## src/rtl/proc_pkg.sv

```systemverilog
// -----------------------------------------------------------------------------
// proc_pkg
// Shared definitions for the decode stage:
//   - default widths of the instruction word and its fields
//   - helper functions that locate each field for any width choice
//   - field offsets for the default widths
//   - decoded_t, the decoded-instruction record at the default widths
// No ports: this is a package, imported with "import proc_pkg::*".
// -----------------------------------------------------------------------------
package proc_pkg;

  localparam int INSTR_W_DEF = 32;
  localparam int REG_AW_DEF  = 6;
  localparam int OP_W_DEF    = 4;
  localparam int IMM_W_DEF   = 15;

  // Field layout, MSB down: imm_sel, rs, rd, aluop, rt.
  // The immediate sits at the bottom of the word and may overlap rt.
  function automatic int rsLsb(input int instrW, input int regAw);
    return instrW - 1 - regAw;
  endfunction

  function automatic int rdLsb(input int instrW, input int regAw);
    return instrW - 1 - 2 * regAw;
  endfunction

  function automatic int opLsb(input int instrW, input int regAw, input int opW);
    return instrW - 1 - 2 * regAw - opW;
  endfunction

  function automatic int rtLsb(input int instrW, input int regAw, input int opW);
    return instrW - 1 - 3 * regAw - opW;
  endfunction

  // Widest immediate that still fits below the aluop field.
  function automatic int immRoom(input int instrW, input int regAw, input int opW);
    return instrW - 1 - 2 * regAw - opW;
  endfunction

  localparam int IMMSEL_POS = INSTR_W_DEF - 1;
  localparam int RS_LSB     = rsLsb(INSTR_W_DEF, REG_AW_DEF);
  localparam int RD_LSB     = rdLsb(INSTR_W_DEF, REG_AW_DEF);
  localparam int OP_LSB     = opLsb(INSTR_W_DEF, REG_AW_DEF, OP_W_DEF);
  localparam int RT_LSB     = rtLsb(INSTR_W_DEF, REG_AW_DEF, OP_W_DEF);

  typedef struct packed {
    logic                  imm_sel;
    logic [REG_AW_DEF-1:0] rs;
    logic [REG_AW_DEF-1:0] rd;
    logic [OP_W_DEF-1:0]   aluop;
    logic [REG_AW_DEF-1:0] rt;
    logic [IMM_W_DEF-1:0]  imm;
    logic                  regwrite;
  } decoded_t;

endpackage

```

## src/rtl/decode_stage_if.sv

```systemverilog
// -----------------------------------------------------------------------------
// decode_stage_if
// Bundles the decode stage's handshake and data signals.
//   Instruction side : in_valid, in_ready, in_instr, flush
//   Writeback side   : wb_valid, wb_rd
//   Decoded side     : out_valid, out_ready, out_imm_sel, out_rs, out_rd,
//                      out_rt, out_aluop, out_imm, out_regwrite
// Modports:
//   master - the surrounding pipeline (drives instructions, writebacks, out_ready)
//   slave  - the decode stage itself
// -----------------------------------------------------------------------------
interface decode_stage_if
  import proc_pkg::*;
#(
  parameter int INSTR_W = INSTR_W_DEF,
  parameter int REG_AW  = REG_AW_DEF,
  parameter int OP_W    = OP_W_DEF,
  parameter int IMM_W   = IMM_W_DEF
);

  logic               in_valid;
  logic               in_ready;
  logic [INSTR_W-1:0] in_instr;
  logic               flush;
  logic               wb_valid;
  logic [REG_AW-1:0]  wb_rd;
  logic               out_valid;
  logic               out_ready;
  logic               out_imm_sel;
  logic [REG_AW-1:0]  out_rs;
  logic [REG_AW-1:0]  out_rd;
  logic [REG_AW-1:0]  out_rt;
  logic [OP_W-1:0]    out_aluop;
  logic [IMM_W-1:0]   out_imm;
  logic               out_regwrite;

  modport master (
    output in_valid, in_instr, flush, wb_valid, wb_rd, out_ready,
    input  in_ready, out_valid, out_imm_sel, out_rs, out_rd, out_rt,
           out_aluop, out_imm, out_regwrite
  );

  modport slave (
    input  in_valid, in_instr, flush, wb_valid, wb_rd, out_ready,
    output in_ready, out_valid, out_imm_sel, out_rs, out_rd, out_rt,
           out_aluop, out_imm, out_regwrite
  );

endinterface

```

## src/rtl/decode_scoreboard.sv

```systemverilog
// -----------------------------------------------------------------------------
// decode_scoreboard
// Busy table (one bit per architectural register) and the read/write hazard
// check for the instruction currently offered to the decode stage.
// Ports:
//   clk, rst_n   - clock, synchronous active-low reset
//   wbValid_i    - writeback completes this cycle
//   wbRd_i       - register whose busy bit the writeback clears
//   outValid_i   - decode output register holds an instruction
//   take_i       - downstream takes the held instruction this cycle
//   flush_i      - held instruction is being discarded
//   outRd_i      - destination of the held instruction
//   immSel_i     - offered instruction uses the immediate instead of rt
//   rs_i/rd_i/rt_i - register fields of the offered instruction
//   hazard_o     - offered instruction must wait
// -----------------------------------------------------------------------------
module decode_scoreboard #(
  parameter int REG_AW = 6
) (
  input  logic              clk,
  input  logic              rst_n,
  input  logic              wbValid_i,
  input  logic [REG_AW-1:0] wbRd_i,
  input  logic              outValid_i,
  input  logic              take_i,
  input  logic              flush_i,
  input  logic [REG_AW-1:0] outRd_i,
  input  logic              immSel_i,
  input  logic [REG_AW-1:0] rs_i,
  input  logic [REG_AW-1:0] rd_i,
  input  logic [REG_AW-1:0] rt_i,
  output logic              hazard_o
);

  localparam int NREG = 1 << REG_AW;

  logic [NREG-1:0] busy_q;
  logic [NREG-1:0] busy_d;
  logic [NREG-1:0] wbMask;
  logic [NREG-1:0] holdMask;
  logic [NREG-1:0] pending;

  // A register counts as pending if it is busy and not being written back
  // right now, or if it is the destination of the instruction still sitting
  // in the output register. Writing the clear first and the set second makes
  // a same-cycle take win over a writeback to the same register. A flushed
  // instruction never reaches the table.
  always_comb begin
    wbMask   = '0;
    holdMask = '0;
    if (wbValid_i) begin
      wbMask[wbRd_i] = 1'b1;
    end
    if (outValid_i && !take_i) begin
      holdMask[outRd_i] = 1'b1;
    end
    pending = (busy_q & ~wbMask) | holdMask;

    busy_d = busy_q & ~wbMask;
    if (take_i && !flush_i) begin
      busy_d[outRd_i] = 1'b1;
    end

    hazard_o = pending[rs_i] | pending[rd_i] | (~immSel_i & pending[rt_i]);
  end

  // Busy table state; reset clears every register.
  always_ff @(posedge clk) begin
    if (!rst_n) begin
      busy_q <= '0;
    end else begin
      busy_q <= busy_d;
    end
  end

endmodule

```

## src/rtl/decode_stage.sv

```systemverilog
// -----------------------------------------------------------------------------
// decode_stage
// One-deep registered instruction decoder with valid/ready handshakes on both
// sides. Splits the raw word into imm_sel, rs, rd, aluop, rt and imm and holds
// the result until downstream takes it.
// Ports:
//   clk    - clock, rising edge
//   rst_n  - synchronous active-low reset
//   bus    - decode_stage_if.slave (instruction, writeback, decoded handshakes)
// Configuration:
//   DECODE_SCOREBOARD_EN - when defined, a busy table stalls instructions that
//   touch registers with writes still outstanding. When undefined, the stage
//   never stalls on registers and ignores the writeback inputs.
// -----------------------------------------------------------------------------
module decode_stage
  import proc_pkg::*;
#(
  parameter int INSTR_W = INSTR_W_DEF,
  parameter int REG_AW  = REG_AW_DEF,
  parameter int OP_W    = OP_W_DEF,
  parameter int IMM_W   = IMM_W_DEF
) (
  input logic           clk,
  input logic           rst_n,
  decode_stage_if.slave bus
);

  localparam int RS_L = rsLsb(INSTR_W, REG_AW);
  localparam int RD_L = rdLsb(INSTR_W, REG_AW);
  localparam int OP_L = opLsb(INSTR_W, REG_AW, OP_W);
  localparam int RT_L = rtLsb(INSTR_W, REG_AW, OP_W);

  // An immediate wider than the space under aluop would alias the opcode.
  if (IMM_W > immRoom(INSTR_W, REG_AW, OP_W)) begin : gImmTooWide
    $error("decode_stage: IMM_W does not fit below the aluop field");
  end

  logic              inImmSel;
  logic [REG_AW-1:0] inRs;
  logic [REG_AW-1:0] inRd;
  logic [REG_AW-1:0] inRt;
  logic [OP_W-1:0]   inAluop;
  logic [IMM_W-1:0]  inImm;

  logic hazard;
  logic inReady;
  logic accept;
  logic take;

  logic              outValid_q,    outValid_d;
  logic              outImmSel_q,   outImmSel_d;
  logic [REG_AW-1:0] outRs_q,       outRs_d;
  logic [REG_AW-1:0] outRd_q,       outRd_d;
  logic [REG_AW-1:0] outRt_q,       outRt_d;
  logic [OP_W-1:0]   outAluop_q,    outAluop_d;
  logic [IMM_W-1:0]  outImm_q,      outImm_d;
  logic              outRegwrite_q, outRegwrite_d;

  // Field extraction from the word currently offered upstream.
  assign inImmSel = bus.in_instr[INSTR_W-1];
  assign inRs     = bus.in_instr[RS_L +: REG_AW];
  assign inRd     = bus.in_instr[RD_L +: REG_AW];
  assign inAluop  = bus.in_instr[OP_L +: OP_W];
  assign inRt     = bus.in_instr[RT_L +: REG_AW];
  assign inImm    = bus.in_instr[IMM_W-1:0];

  // Ready when the output slot is free or being emptied, and nothing blocks.
  assign inReady = (~outValid_q | bus.out_ready) & ~hazard & ~bus.flush;
  assign accept  = bus.in_valid & inReady;
  assign take    = outValid_q & bus.out_ready;

`ifdef DECODE_SCOREBOARD_EN
  decode_scoreboard #(
    .REG_AW(REG_AW)
  ) uScoreboard (
    .clk        (clk),
    .rst_n      (rst_n),
    .wbValid_i  (bus.wb_valid),
    .wbRd_i     (bus.wb_rd),
    .outValid_i (outValid_q),
    .take_i     (take),
    .flush_i    (bus.flush),
    .outRd_i    (outRd_q),
    .immSel_i   (inImmSel),
    .rs_i       (inRs),
    .rd_i       (inRd),
    .rt_i       (inRt),
    .hazard_o   (hazard)
  );
`else
  logic unusedWb;
  assign hazard   = 1'b0;
  assign unusedWb = ^{bus.wb_valid, bus.wb_rd};
`endif

  // Output slot next state: flush empties it, an accept loads a freshly
  // decoded word, a take empties it, otherwise everything holds. Data fields
  // only change on accept so they stay stable while waiting downstream.
  always_comb begin
    outValid_d    = outValid_q;
    outImmSel_d   = outImmSel_q;
    outRs_d       = outRs_q;
    outRd_d       = outRd_q;
    outRt_d       = outRt_q;
    outAluop_d    = outAluop_q;
    outImm_d      = outImm_q;
    outRegwrite_d = outRegwrite_q;
    if (bus.flush) begin
      outValid_d = 1'b0;
    end else if (accept) begin
      outValid_d    = 1'b1;
      outImmSel_d   = inImmSel;
      outRs_d       = inRs;
      outRd_d       = inRd;
      outRt_d       = inRt;
      outAluop_d    = inAluop;
      outImm_d      = inImm;
      outRegwrite_d = 1'b1;
    end else if (take) begin
      outValid_d = 1'b0;
    end
  end

  // Output slot registers; reset clears valid and zeroes every data field so
  // nothing downstream ever sees X.
  always_ff @(posedge clk) begin
    if (!rst_n) begin
      outValid_q    <= 1'b0;
      outImmSel_q   <= 1'b0;
      outRs_q       <= '0;
      outRd_q       <= '0;
      outRt_q       <= '0;
      outAluop_q    <= '0;
      outImm_q      <= '0;
      outRegwrite_q <= 1'b0;
    end else begin
      outValid_q    <= outValid_d;
      outImmSel_q   <= outImmSel_d;
      outRs_q       <= outRs_d;
      outRd_q       <= outRd_d;
      outRt_q       <= outRt_d;
      outAluop_q    <= outAluop_d;
      outImm_q      <= outImm_d;
      outRegwrite_q <= outRegwrite_d;
    end
  end

  assign bus.in_ready     = inReady;
  assign bus.out_valid    = outValid_q;
  assign bus.out_imm_sel  = outImmSel_q;
  assign bus.out_rs       = outRs_q;
  assign bus.out_rd       = outRd_q;
  assign bus.out_rt       = outRt_q;
  assign bus.out_aluop    = outAluop_q;
  assign bus.out_imm      = outImm_q;
  assign bus.out_regwrite = outRegwrite_q;

endmodule

```

## src/flat_wrapper.sv

```systemverilog
// flat-port wrapper written by rule: the top's interface ports become plain ports
module decode_stage_flat import proc_pkg::*;
#(
  parameter int INSTR_W = INSTR_W_DEF,
  parameter int REG_AW  = REG_AW_DEF,
  parameter int OP_W    = OP_W_DEF,
  parameter int IMM_W   = IMM_W_DEF
)
  (clk, rst_n, bus_in_valid, bus_in_instr, bus_flush, bus_wb_valid, bus_wb_rd, bus_out_ready, bus_in_ready, bus_out_valid, bus_out_imm_sel, bus_out_rs, bus_out_rd, bus_out_rt, bus_out_aluop, bus_out_imm, bus_out_regwrite);
  decode_stage_if #(.INSTR_W(INSTR_W), .REG_AW(REG_AW), .OP_W(OP_W), .IMM_W(IMM_W)) bus_i ();
  input logic clk;
  input logic rst_n;
  input wire logic [$bits(bus_i.in_valid)-1:0] bus_in_valid;
  input wire logic [$bits(bus_i.in_instr)-1:0] bus_in_instr;
  input wire logic [$bits(bus_i.flush)-1:0] bus_flush;
  input wire logic [$bits(bus_i.wb_valid)-1:0] bus_wb_valid;
  input wire logic [$bits(bus_i.wb_rd)-1:0] bus_wb_rd;
  input wire logic [$bits(bus_i.out_ready)-1:0] bus_out_ready;
  output wire logic [$bits(bus_i.in_ready)-1:0] bus_in_ready;
  output wire logic [$bits(bus_i.out_valid)-1:0] bus_out_valid;
  output wire logic [$bits(bus_i.out_imm_sel)-1:0] bus_out_imm_sel;
  output wire logic [$bits(bus_i.out_rs)-1:0] bus_out_rs;
  output wire logic [$bits(bus_i.out_rd)-1:0] bus_out_rd;
  output wire logic [$bits(bus_i.out_rt)-1:0] bus_out_rt;
  output wire logic [$bits(bus_i.out_aluop)-1:0] bus_out_aluop;
  output wire logic [$bits(bus_i.out_imm)-1:0] bus_out_imm;
  output wire logic [$bits(bus_i.out_regwrite)-1:0] bus_out_regwrite;
  assign bus_i.in_valid = bus_in_valid;
  assign bus_i.in_instr = bus_in_instr;
  assign bus_i.flush = bus_flush;
  assign bus_i.wb_valid = bus_wb_valid;
  assign bus_i.wb_rd = bus_wb_rd;
  assign bus_i.out_ready = bus_out_ready;
  assign bus_in_ready = bus_i.in_ready;
  assign bus_out_valid = bus_i.out_valid;
  assign bus_out_imm_sel = bus_i.out_imm_sel;
  assign bus_out_rs = bus_i.out_rs;
  assign bus_out_rd = bus_i.out_rd;
  assign bus_out_rt = bus_i.out_rt;
  assign bus_out_aluop = bus_i.out_aluop;
  assign bus_out_imm = bus_i.out_imm;
  assign bus_out_regwrite = bus_i.out_regwrite;
  decode_stage #(.INSTR_W(INSTR_W), .REG_AW(REG_AW), .OP_W(OP_W), .IMM_W(IMM_W)) u_core (.clk(clk), .rst_n(rst_n), .bus(bus_i));
endmodule
```

## config.mk

```make
export PLATFORM = sky130hd
export DESIGN_NAME = decode_stage_flat
export DESIGN_NICKNAME = d
export VERILOG_FILES = /design/src/rtl/proc_pkg.sv /design/src/rtl/decode_stage_if.sv /design/src/rtl/decode_scoreboard.sv /design/src/rtl/decode_stage.sv /design/src/flat_wrapper.sv
export SDC_FILE = /design/constraint.sdc
export NUM_CORES = 1
export LEC_CHECK = 0
export CORE_ASPECT_RATIO = 0.6
export CORE_UTILIZATION = 33
export DETAILED_ROUTE_END_ITERATION = 10
export GPL_ROUTABILITY_DRIVEN = 0
export GPL_TIMING_DRIVEN = 1
export PLACE_DENSITY = 0.74
export SLEW_MARGIN = 25
export SYNTH_ARGS = -nofsm -noshare
export SYNTH_HDL_FRONTEND = slang
export SYNTH_SLANG_ARGS = --single-unit
```

## constraint.sdc

```tcl
create_clock -name clk -period 1.2 [get_ports clk]
set_clock_uncertainty 0.05 [all_clocks]
set_input_delay 0.18 -clock clk [delete_from_list [all_inputs] [get_ports clk]]
set_output_delay 0.18 -clock clk [all_outputs]
set_load 0.005 [all_outputs]
```

Yosys cells after proc, flatten, opt, wreduce, memory -nomap -nowiden. Cells that the tools add are included.

$lt $le $gt $ge: 0. Shift operators: 0. Bitwise gates (word level): 7. Muxes and demuxes: 2. Add/subtract/negate cells: 0. Divide/modulo/power cells: 0. $mul: 0. Reductions and logical operators: 3. Equality and inequality tests: 0.

Operator list (count): $and A1 B1 Y1 (3); $not A1 Y1 (3); $mux W1 (2); $reduce_and A2 Y1 (1); $reduce_bool A2 Y1 (1); $reduce_or A2 Y1 (1); $or A1 B1 Y1 (1).

ROM bits: 0. Output and inout port bits: 41. Memories kept: 0. Bits in registers: 40. Logic and storage cells: 20. Latch bits: 0. RAM bits: 0.

Longest topological paths before layout.
Depth after elaboration: 5. Mapped depth: 5. Gate-level depth less buffers: 3.

Worst setup path after synthesis. Ideal clock, no wire load.

Path kind: flip-flop to flip-flop. From: register u_core.outValid_q (netlist: u_core.bus.out_valid). To: register u_core.outAluop_q[3] (netlist: u_core.bus.out_aluop[3]). Data required time: 1078 ps. Data arrival time: 1049 ps. Cell stages (with the launch flop): 6. Setup time: 72 ps. Setup slack: 30 ps. Path buffers: 2. Cell sequence: dfxtp_1 nor2b_4 nor3b_2 buf_6 buf_12 mux2i_1.

Cells in the longest elaborated chain, start to end: 5.

RTL lines: from (decl) (line decode_stage.sv:50) `logic outValid_q, outValid_d;`; from (signal assigned) (line decode_stage.sv:137) `outValid_q <= outValid_d;`; $not A1 Y1 (line decode_stage.sv:68) `assign inReady = (~outValid_q | bus.out_ready) & ~hazard & ~bus.flush;`; $or A1 B1 Y1 (line decode_stage.sv:68); $and A1 B1 Y1 (line decode_stage.sv:68); $and A1 B1 Y1 (line decode_stage.sv:69) `assign accept = bus.in_valid & inReady;`; $reduce_and A2 Y1 (no line); to (signal assigned) (line decode_stage.sv:142) `outAluop_q <= outAluop_d;`; to (decl) (line decode_stage.sv:55) `logic [OP_W-1:0] outAluop_q, outAluop_d;`.

No other way between the ends. A chain may end at the register's enable or synchronous reset.

Worst setup path after layout.
From: register u_core.outValid_q (netlist: u_core.bus.out_valid). To: register u_core.outImm_q[10] (netlist: u_core.bus.out_imm[10]).

Cells in the longest elaborated chain, start to end: 5.

RTL lines: $not A1 Y1 (line decode_stage.sv:68); $or A1 B1 Y1 (line decode_stage.sv:68); $and A1 B1 Y1 (line decode_stage.sv:68); $and A1 B1 Y1 (line decode_stage.sv:69); $reduce_and A2 Y1 (no line); to (signal assigned) (line decode_stage.sv:143) `outImm_q <= outImm_d;`; to (decl) (line decode_stage.sv:56) `logic [IMM_W-1:0] outImm_q, outImm_d;`.

No other way between the ends.

==> results by group <==
Finish
  • Fill cells: 425
  • Leading cell type in the layout, fill and taps excluded: nand2_1
  • FF/Latch Area: 692 um^2
  • Area of the multi-input gates: 616 um^2
  • Final #Nets: 273
  • Area Overhead vs Synth: 60.1%
  • Commonest cells after routing, fill and taps aside: nand2_1, dlygate4sd2_1, clkdlybuf4s50_1, mux2i_1, dfxtp_1
  • Final Instance Area: 2300 um^2
  • N_diodes: 0
  • Fraction of layout instances using a drive strength above 1: 12.3%
  • Fin cells: 288

Global route
  • Via count of the first global-routing pass: 1023
  • Total track usage: 14.1%
  • Initial antenna violation count: 0
  • First-pass GRT wire length: 4.74 mm
  • GRT overflow: 0
  • Pin count of the biggest net entering global routing: 67

Logic synthesis
  • Post-synthesis cell count: 153
  • Net Count, Synth: 197
  • Yosys warnings: 0
  • Synth cell types: 13
  • Mapped Area: 1440 um^2
  • Register area share after synthesis: 47.3%
  • Syn_area_per_cell: 9.40 um^2
  • Synth Register Bits: 34

Worst setup path
  • Critical Path RT: 1.36 ns
  • Crit end category: flip-flop
  • Crit Path Max Fanout: 5
  • R2R setup slack: -0.11 ns
  • CP arrival: 1.46 ns
  • Crit path kind: reg2reg
  • CP startpoint kind: flip-flop

Detailed routing
  • DRC Markers: 0
  • Vias: 1245
  • Wire length per cell: 11.2 um
  • Avg Vias per Cell: 4.32
  • Routed WL: 3.21 mm
  • Iter 0 DRT Violations: 16
  • Drt first pass iters: 3
  • Post-route antenna net violation count: 0

Placement
  • Hpwl dp: 2.07 mm
  • # placed instances: 277
  • Port buffer count: 77
  • Dpl cell area: 2190 um^2

Pwr
  • Switch Pwr: 555 uW
  • LEAKAGE: 0.00108 uW
  • Clock power share: 33.1%
  • Comb power frac: 17.2%
  • Peak VDD IR: 0.000492 V
  • Cell Int Power: 1900 uW
  • Sequential share of power: 49.7%
  • Power, Total: 2450 uW
  • PD cells: 1070 nW/um^2
  • Switching share of power: 22.6%

Worst hold path
  • Hold Path Class: in2reg

Timing
  • Final setup fails: 33
  • Final WS setup: -0.105 ns
  • Max_slew headroom: 82.9%
  • RSZ-0062 raised after global routing: yes
  • Worst slew pin tran: 0.257 ns
  • Final Hold Viols: 0
  • Final Max Slew Viols: 0
  • Fin crit share: 109%
  • Period minus WS final: 1.31 ns
  • FMAX: 766 MHz

Floorplan
  • Site Rows: 18
  • Initial core utilization: 34.7%
  • # IOs: 85
  • Die H: 53.1 um
  • Die W: 87.2 um
  • Core ar.: 4140 um^2
  • Die area: 4630 um^2

Run status
  • Outcome: finished, violations left
  • Failing checks: negative setup slack

Clock tree
  • Clk slew on worst S/H paths: 0.06 ns
  • Clock sink count: 34
  • Clk Latency, worst-skew pair: 0.28 ns
  • Hold Buf Count CTS: 0
  • CTS tree: built
  • Clock tree root driver cell: clkbuf_8
  • CTS Buf Count: 5
  • H-tree Lvls: 2
  • CTS max path bufs: 2

Flow run
  • Max-cap viol count: 0
through the flow:
stage               utilization [%]  setup TNS, ns  hold WS (ns)  setup slack (ns)
finish                         55.5          -1.89         0.313            -0.105
global route                   55.5          -4.47         0.328            -0.179
CTS                            54.6          -1.98         0.312           -0.0864
detailed placement             52.9         -12.03         0.396            -0.379
global placement               52.9         -10.94         0.392            -0.363
floorplan                         -              0         0.206            0.0296
cells by family (layout without fill, tap and decap cells):
logic type	Yosys count	in the layout	synth area share, %
simple gates	69	69	19.6
compound gates	1	1	0.522
buf+inv	17	92	10.3
mux	32	32	22.3
flops	34	34	47.3
per-layer routing:
layer / part of all wire, % / up-vias / GRT usage (%) / wire length [um]
li1: - / 633 / - / -
met1: 52 / 564 / 19.0 / 1660
met2: 39 / 44 / 18.8 / 1240
met3: 8.7 / 4 / 6.40 / 281
met4: 0.96 / 0 / 6.56 / 31
met5: 0 / - / 0 / 0
sequential cells by signal (all words and copies together) (netlist names):
register and count:
u_core.bus.out_rd 6, u_core.bus.out_imm_sel 1, u_core.bus.out_aluop 4, u_core.bus.out_imm 14, u_core.bus.out_regwrite 1, u_core.bus.out_rt 1, u_core.bus.out_rs 6, u_core.bus.out_valid 1
synthesized netlist by cell type:
master	instances	share of area, %
nand2_1	64	17
buf_12	3	4.2
dfxtp_1	34	47
nor3b_2	1	0.87
nor2b_4	1	0.96
nor3b_1	1	0.52
mux2i_1	32	22
buf_2	1	0.35
nor2_1	2	0.52
buf_4	7	3.7
buf_6	1	0.78
clkbuf_1	5	1.3
o21a_1	1	0.52
cell type report:
class,count,area share [%]
tap,60,3.26
multi-input combinational,102,26.8
timing repair buffer,86,36.3
sequential,34,30.1
clock buffer,6,3.59
critical path: stages (launching register included):
cell     delay, ns
dfxtp_2       0.32
nor2b_4       0.13
nor3b_4       0.19
buf_6         0.14
buf_6         0.10
buf_6         0.13
mux2i_1       0.18
power by group through the flow:
stage | sequential (uW) | clock [uW] | combinational [uW]
global placement | 1240 | 0 | 442
global route | 1230 | 898 | 462
CTS | 1220 | 837 | 411
finish | 1220 | 812 | 422
detailed placement | 1240 | 0 | 446
floorplan | 1250 | 0 | 185
final timing paths:
kind / endpoint / startpoint / cells past startpoint
max reg2reg: u_core.bus.out_imm[10]$_SDFFE_PN0P_ / u_core.bus.out_valid$_SDFFE_PP0P_ / 6
min reg2reg: u_core.bus.out_rd[3]$_SDFFE_PN0P_ / u_core.bus.out_rd[3]$_SDFFE_PN0P_ / 2
min: u_core.bus.out_valid$_SDFFE_PP0P_ / bus_out_ready / 4
max: u_core.bus.out_imm[10]$_SDFFE_PN0P_ / u_core.bus.out_valid$_SDFFE_PP0P_ / 6
what timing repair did:
action | in CTS | in global routing
gates resized for setup | 57 | 2
endpoints found under the setup margin | 73 | 34
setup buffers | 1 | 2
gates cloned | 1 | 1
(Power assumes the default switching activity.)
